$ cat config.mk
export PLATFORM = sky130hd
export DESIGN_NAME = universal_shift_register
export DESIGN_NICKNAME = d
export VERILOG_FILES = /design/src/rtl/universal_shift_register_pkg.sv /design/src/rtl/universal_shift_register_step.sv /design/src/rtl/universal_shift_register.sv
export SDC_FILE = /design/constraint.sdc
export NUM_CORES = 1
export LEC_CHECK = 0
export CORE_MARGIN = 3
export CORE_UTILIZATION = 47
export CTS_BUF_LIST = sky130_fd_sc_hd__clkbuf_4 sky130_fd_sc_hd__clkbuf_8
export CTS_CLUSTER_SIZE = 25
export DETAILED_ROUTE_END_ITERATION = 10
export PLACE_DENSITY_LB_ADDON = 0.15
export SKIP_CTS_REPAIR_TIMING = 1
export SLEW_MARGIN = 15
export SYNTH_ARGS = -nofsm -noshare
export SYNTH_HDL_FRONTEND = slang
export SYNTH_SLANG_ARGS = --single-unit
$ cat constraint.sdc
create_clock -name clk -period 1.9 [get_ports clk]
set_input_delay 0.19 -clock clk [delete_from_list [all_inputs] [get_ports clk]]
set_output_delay 0.19 -clock clk [all_outputs]
set_load 0.02 [all_outputs]
$ cat src/rtl/universal_shift_register_pkg.sv
// Shared op codes and state encoding for the universal shift register
// and the neighbouring ALU datapath blocks.
package universal_shift_register_pkg;

  localparam int OP_W = 3;

  localparam logic [OP_W-1:0] OP_LOAD = 3'b000;
  localparam logic [OP_W-1:0] OP_SLL  = 3'b001;
  localparam logic [OP_W-1:0] OP_SRL  = 3'b010;
  localparam logic [OP_W-1:0] OP_SRA  = 3'b011;
  localparam logic [OP_W-1:0] OP_ROL  = 3'b100;
  localparam logic [OP_W-1:0] OP_ROR  = 3'b101;
  localparam logic [OP_W-1:0] OP_SIL  = 3'b110;
  localparam logic [OP_W-1:0] OP_SIR  = 3'b111;

  localparam int ALU_OP_W = 4;

  localparam logic [ALU_OP_W-1:0] ALU_ADD = 4'h0;
  localparam logic [ALU_OP_W-1:0] ALU_SUB = 4'h1;
  localparam logic [ALU_OP_W-1:0] ALU_AND = 4'h2;
  localparam logic [ALU_OP_W-1:0] ALU_OR  = 4'h3;
  localparam logic [ALU_OP_W-1:0] ALU_XOR = 4'h4;
  localparam logic [ALU_OP_W-1:0] ALU_SLT = 4'h5;
  localparam logic [ALU_OP_W-1:0] ALU_SHF = 4'h6;

  typedef enum logic {
    ST_IDLE  = 1'b0,
    ST_SHIFT = 1'b1
  } state_e;

  function automatic logic is_left(
    input logic [OP_W-1:0] op
  );
    return (op == OP_SLL) || (op == OP_ROL) ||
           (op == OP_SIL);
  endfunction

endpackage

$ cat src/rtl/universal_shift_register_step.sv
// One-bit shift/rotate step: next register value and
// the bit that leaves the register on this step.
module shift_step_n
  import universal_shift_register_pkg::*;
#(
  parameter int WIDTH = 16
) (
  input  logic [WIDTH-1:0] q_i,
  input  logic [OP_W-1:0]  op_i,
  input  logic             serial_in_i,
  output logic [WIDTH-1:0] next_q_o,
  output logic             out_bit_o
);

  // Select the inserted bit and direction for the op.
  always_comb begin
    next_q_o  = q_i;
    out_bit_o = 1'b0;
    unique case (op_i)
      OP_LOAD: begin
        next_q_o  = q_i;
        out_bit_o = 1'b0;
      end
      OP_SLL: begin
        next_q_o  = {q_i[WIDTH-2:0], 1'b0};
        out_bit_o = q_i[WIDTH-1];
      end
      OP_SRL: begin
        next_q_o  = {1'b0, q_i[WIDTH-1:1]};
        out_bit_o = q_i[0];
      end
      OP_SRA: begin
        next_q_o  = {q_i[WIDTH-1], q_i[WIDTH-1:1]};
        out_bit_o = q_i[0];
      end
      OP_ROL: begin
        next_q_o  = {q_i[WIDTH-2:0], q_i[WIDTH-1]};
        out_bit_o = q_i[WIDTH-1];
      end
      OP_ROR: begin
        next_q_o  = {q_i[0], q_i[WIDTH-1:1]};
        out_bit_o = q_i[0];
      end
      OP_SIL: begin
        next_q_o  = {q_i[WIDTH-2:0], serial_in_i};
        out_bit_o = q_i[WIDTH-1];
      end
      OP_SIR: begin
        next_q_o  = {serial_in_i, q_i[WIDTH-1:1]};
        out_bit_o = q_i[0];
      end
    endcase
  end

endmodule

$ cat src/rtl/universal_shift_register.sv
// Iterative multi-mode shift register: one bit position
// per clock, start/busy/done handshake.
module universal_shift_register
  import universal_shift_register_pkg::*;
#(
  parameter int WIDTH   = 16,
  parameter int SHAMT_W = 5
) (
  input  logic               clk,
  input  logic               reset,
  input  logic               start,
  input  logic [OP_W-1:0]    op,
  input  logic [SHAMT_W-1:0] shamt,
  input  logic [WIDTH-1:0]   load_data,
  input  logic               serial_in,
  output logic [WIDTH-1:0]   q,
  output logic               shifted_out,
  output logic               busy,
  output logic               done,
  output logic               zero
);

  state_e             state_q, state_d;
  logic [SHAMT_W-1:0] count_q, count_d;
  logic [OP_W-1:0]    op_q, op_d;
  logic [WIDTH-1:0]   q_q, q_d;
  logic               so_q, so_d;
  logic               done_q, done_d;
  logic [WIDTH-1:0]   step_q;
  logic               step_bit;

  shift_step_n #(
    .WIDTH (WIDTH)
  ) u_step (
    .q_i         (q_q),
    .op_i        (op_q),
    .serial_in_i (serial_in),
    .next_q_o    (step_q),
    .out_bit_o   (step_bit)
  );

  // Next-state: accept work in IDLE, step once per edge in SHIFT.
  always_comb begin
    state_d = state_q;
    count_d = count_q;
    op_d    = op_q;
    q_d     = q_q;
    so_d    = so_q;
    done_d  = 1'b0;
    unique case (state_q)
      ST_IDLE: begin
        if (start) begin
          if (op == OP_LOAD) begin
            q_d    = load_data;
            done_d = 1'b1;
          end else if (shamt == '0) begin
            done_d = 1'b1;
          end else begin
            op_d    = op;
            count_d = shamt;
            state_d = ST_SHIFT;
          end
        end
      end
      ST_SHIFT: begin
        q_d     = step_q;
        so_d    = step_bit;
        count_d = count_q - SHAMT_W'(1);
        if (count_q == SHAMT_W'(1)) begin
          state_d = ST_IDLE;
          done_d  = 1'b1;
        end
      end
    endcase
  end

  // State and datapath registers, synchronous reset.
  always_ff @(posedge clk) begin
    if (reset) begin
      state_q <= ST_IDLE;
      count_q <= '0;
      op_q    <= OP_LOAD;
      q_q     <= '0;
      so_q    <= 1'b0;
      done_q  <= 1'b0;
    end else begin
      state_q <= state_d;
      count_q <= count_d;
      op_q    <= op_d;
      q_q     <= q_d;
      so_q    <= so_d;
      done_q  <= done_d;
    end
  end

  assign q           = q_q;
  assign shifted_out = so_q;
  assign busy        = (state_q == ST_SHIFT);
  assign done        = done_q;
  assign zero        = ~|q_q;

endmodule

### Yosys cells after proc, flatten, opt, wreduce, memory -nomap -nowiden

Index checks and enable logic that the tools add are counted.

| storage, ports and cells | value |
|---|---|
| register bits after elaboration | 27 |
| bits in latches | 0 |
| memory bits (writable) | 0 |
| bits in read-only memories | 0 |
| bits of input ports | 28 |
| output and inout port bits | 20 |
| word-level logic and storage cells | 55 |
| memories | 0 |

| operators by class | value |
|---|---|
| add/subtract/negate cells | 1 |
| $mul | 0 |
| divide/modulo/power cells | 0 |
| magnitude comparators | 0 |
| eq/ne operators | 14 |
| shift-type cells | 0 |
| mux-type cells | 19 |
| bitwise operators | 3 |
| reductions and logical operators | 11 |

Operators by type and width:

| kind | count |
|---|---|
| $pmux 16 s7 | 1 |
| $mux 16 | 2 |
| $pmux 16 s2 | 1 |
| $reduce_or 16->1 | 1 |
| $mux 5 | 3 |
| $eq 3x3->1 const B | 4 |
| $ne 2x2->1 const B | 6 |
| $pmux 5 s2 | 1 |
| $mux 1 | 8 |
| $reduce_and 4->1 | 2 |
| $eq 3x2->1 const B | 2 |
| $logic_not 3->1 | 2 |
| $reduce_and 3->1 | 2 |
| $eq 5x1->1 const B | 1 |
| $logic_not 5->1 | 1 |
| $sub 5x1->5 const B | 1 |
| $pmux 1 s2 | 2 |
| $reduce_or 4->1 | 1 |
| $eq 3x1->1 const B | 1 |
| $not 1->1 | 3 |
| $pmux 1 s3 | 1 |
| $reduce_or 3->1 | 1 |
| $logic_not 1->1 | 1 |

### Depth between registers and ports, before layout

| logic depth | value |
|---|---|
| depth in word-level cells | 5 |
| gate-level depth with buffers | 6 |

### By module

A second synthesis with hierarchy kept.

| unflattened totals | value |
|---|---|
| cells, all modules | 234 |
| area, all modules | 2,084.5 µm² |

Modules (own cells, without submodules):

| module | times used | cells an instance | area an instance (µm²) | seq. area each (µm²) |
|---|---|---|---|---|
| universal_shift_register | 1 | 135 | 1,303.8 | 540.5 |
| shift_step_n | 1 | 99 | 780.7 | 0.0 |

### Least setup slack after synthesis

Ideal clock, no wire load.

| timing path | value |
|---|---|
| path type | reg-to-reg |
| from | register state_q, in the netlist busy |
| to | register q_q[10], in the netlist q[10] |
| data arrival time | 1.508 ns |
| required time | 1.783 ns |
| path slack | 0.275 ns |
| stages on the path, launching flop included | 7 |
| cells stage by stage | dfxtp_1 buf_2 nor2b_1 a21oi_1 and2b_1 buf_2 a22o_1 |

| between the ends | value |
|---|---|
| cells in the longest elaborated chain, start to end | 3 |
| elaborated cells between the ends (all ways) | 6 |
| classes of those cells | 3 x eq/ne; 1 x mux; 1 x bitwise; 1 x reduce/logical |

RTL lines:

| what | RTL line | RTL |
|---|---|---|
| start, declared | universal_shift_register.sv:23 | `state_e state_q, state_d;` |
| start signal, assigned | universal_shift_register.sv:87 | `state_q <= state_d;` |
| $not 1->1 (no source line) | - |  |
| $ne 2x2->1 (no source line) | - |  |
| $reduce_and 3->1 (no source line) | - |  |
| end signal, assigned | universal_shift_register.sv:90 | `q_q <= q_d;` |
| end, declared | universal_shift_register.sv:26 | `logic [WIDTH-1:0] q_q, q_d;` |

Several ways; a longest one is shown, not always the timed one.
A chain may end at the register's enable or synchronous reset.

### Worst setup path in the final report

| timing path | value |
|---|---|
| from | register state_q, in the netlist busy |
| to | output port busy |

RTL lines:

| what | RTL line | RTL |
|---|---|---|
| end, declared | universal_shift_register.sv:18 | `output logic busy,` |

No word-level cell between the ends.

==> impl_metrics.yaml <==
outcome:
  status: "complete, no violations"
route:
  first_iter_violations: 90
  via_count: 1522
  drc: 0
  routed_via_density: 5.62
  wl_per_cell_um: 14.2
  wirelength_um: 3850
  antenna_left: 0
  drt_first_pass_iters: 4
pwr:
  p_per_area_nw_per_um2: 657
  power_frac_clock_pct: 19.3
  comb_power_share_pct: 33.3
  switching_share_pct: 32.2
  power.net_switching_w: 0.000456
  p_leak_nw: 0.911
  p_seq_share_pct: 47.4
  p_int_w: 0.000961
  finalPower_w: 0.00142
  ir_worst_vdd_mv: 0.357
floorplanning:
  core_sq_um: 3100
  placementRows: 20
  die-area_sq_um: 4030
  num_io_pins: 48
  initial_core_util_pct: 50.0
  die_y_um: 63.5
  die_w_um: 63.5
synthesis:
  ys_types: 38
  yosysSeqAreaShare_pct: 34.8
  synth-main-ff-cell: "dfxtp_1"
  synthTopCellsByCount: "27 x dfxtp_1, 25 x nor2_1, 21 x a21oi_1, 18 x mux2i_1, 16 x a22o_1"
  synth_compound_area_share_pct: 26.6
  synth_area_leader_cell: "dfxtp_1"
  synth_fa_ha_area_share_pct: 1.61
  synth_edf_count: 0
  syn_avg_cell_area_sq_um: 8.82
  synth_nets: 206
  synth_top_family_by_area: "compound AO/OA/AOI/OAI gates"
  synthMuxAreaShare_pct: 13.8
  synth_warnings: 0
  syn_area_sq_um: 1550
  synthTopCellsByArea: "dfxtp_1 35%, mux2i_1 12%, a22o_1 9.0%"
  yosysMostFrequentCell: "dfxtp_1"
  yosys_register_bits: 27
  ys_async_sr_fraction_pct: 0
  synth_simple_gate_area_share_pct: 17.6
  yosysTopAreaCellShare_pct: 34.8
  syn_inst: 176
  synth_xor_area_share_pct: 1.13
critical_path:
  crit_type: "flip-flop to output port"
  startpoint_type: "flip-flop"
  worst-path-max-fanout: 17
  cp_data_arrival_time_ns: 1.62
  worstPathRequired_ns: 1.71
  worst_setup_path_end_kind: "output port"
global_routing:
  grt_pass1_vias: 1444
  gr-total-overflow: 0
  grt_first_pass_wirelength_um: 6640
  track_usage_pct: 19.9
  grt_start_max_net_pins: 27
  grt_antenna_before_repair: 0
placement:
  hpwlAfterDp_um: 2850
  numPortBuffers: 47
  place.gp.congestion: 0.816
  dp_cells: 267
timing:
  maxSlewViolCount: 0
  max_slew_margin_pct: 60.8
  hold_violations: 0
  finClkSkew_ns: 0.0118
  fmax_mhz: 554
  setup_violations: 0
  final.period_utilization_pct: 95.1
  worst_pin_slew_ns: 0.587
  period_minus_slack_ns: 1.81
  rsz0062_at_grt: "false"
  hold_ws_ns: 0.486
cts:
  cts_root_buffer: "clkbuf_4"
  clk_latency_ns: 0.33
  path_clk_slew_ns: 0.16
  cts_tree: "done"
  h-tree-depth: 1
  clockBufferDepth: 2
  cts_made_buffers: 3
  cts_sinks: 27
final_layout:
  multiInputGateArea_sq_um: 943
  n_fill_cell: 277
  syn_to_final_growth_pct: 38.8
  n_antenna_cell: 0
  drive_above_1_share_pct: 10.1
  stdcell_count: 271
  finalNetCount: 258
  ff_latch_area_sq_um: 541
flow_run:
  max-cap-violations: 0
worst_hold_path:
  hp-class: "input pin to flip-flop"
power groups by stage:
stage | logic [W] | registers [W] | clock network (W)
6_report | 0.000472 | 0.000671 | 0.000274
5_1_grt | 0.000515 | 0.000681 | 0.000297
4_1_cts | 0.000477 | 0.000670 | 0.000271
3_5_place_dp | 0.000475 | 0.000683 | 0
3_3_place_gp | 0.000465 | 0.000679 | 0
2_1_floorplan | 0.000262 | 0.000693 | 0
critical path, cell delays in order (launching register included):
cell             delay, ns
dfxtp_1               0.40
buf_4                 0.24
clkdlybuf4s50_1       0.64
routing by layer:
metal	GRT usage, %	wire length [um]	vias to the layer above
met5	0	0	-
met4	5.39	49	0
met3	3.21	198	9
met2	33.2	1770	44
met1	26.4	1830	704
li1	-	-	765
path summary, 6_finish.rpt:
path / from / endpoint / slack (ns) / cells after the start
worst max-delay path: busy$_SDFF_PP0_ / busy / 0.09 / 2
worst min register to register: count_q[1]$_SDFFE_PP0P_ / count_q[1]$_SDFFE_PP0P_ / 0.50 / 1
worst max register to register: op_q[0]$_SDFFE_PP0P_ / q[7]$_SDFFE_PP0P_ / 0.17 / 4
worst min-delay path: shamt[4] / count_q[4]$_SDFFE_PP0P_ / 0.49 / 2
layout by cell type, fill, tap and decap left out, drive strengths merged, types with 3 or more instances in the layout:
| master | Yosys | layout |
|---|---|---|
| a22o | 16 | 16 |
| nor4 | 5 | 5 |
| dfxtp | 27 | 27 |
| a21oi | 21 | 21 |
| o21ai | 3 | 3 |
| clkdlybuf4s50 | 0 | 46 |
| nor2 | 25 | 25 |
| mux2i | 19 | 19 |
| nand2b | 4 | 4 |
| a221o | 4 | 4 |
| nor3 | 5 | 5 |
| nor2b | 3 | 3 |
| nor3b | 3 | 3 |
| inv | 3 | 3 |
| buf | 10 | 12 |
| nand2 | 5 | 5 |
| clkbuf | 2 | 4 |
cell type report:
| class | instances | area share, % |
|---|---|---|
| Timing Repair Buffer | 59 | 26.7 |
| Clock buffer | 4 | 1.39 |
| Multi-Input combinational cell | 134 | 43.8 |
| Inverter | 3 | 0.522 |
| Tap cell | 44 | 2.55 |
| Sequential cell | 27 | 25.1 |
metrics by stage:
stage	cell area (sq um)	TNS, ns	worst slack, ns	util [%]
floorplan	1550	0	0.275	-
global placement	2120	-0.135	-0.0427	68.4
detailed placement	2120	-0.354	-0.0906	68.4
CTS	2150	-0.169	-0.169	69.4
global route	2160	0	0.0338	69.5
finish	2160	0	0.0934	69.5
flip-flops by register name (all words and copies together) (netlist names):
register	flops
count_q	5
done	1
q	16
op_q	3
shifted_out	1
busy	1
cells by family after synthesis:
| family | after synthesis |
|---|---|
| buf+inv | 15 |
| compound gates | 55 |
| mux | 20 |
| fa+ha+maj | 2 |
| simple gates | 55 |
| xor+xnor | 2 |
| flops | 27 |
(Power assumes the default switching activity.)
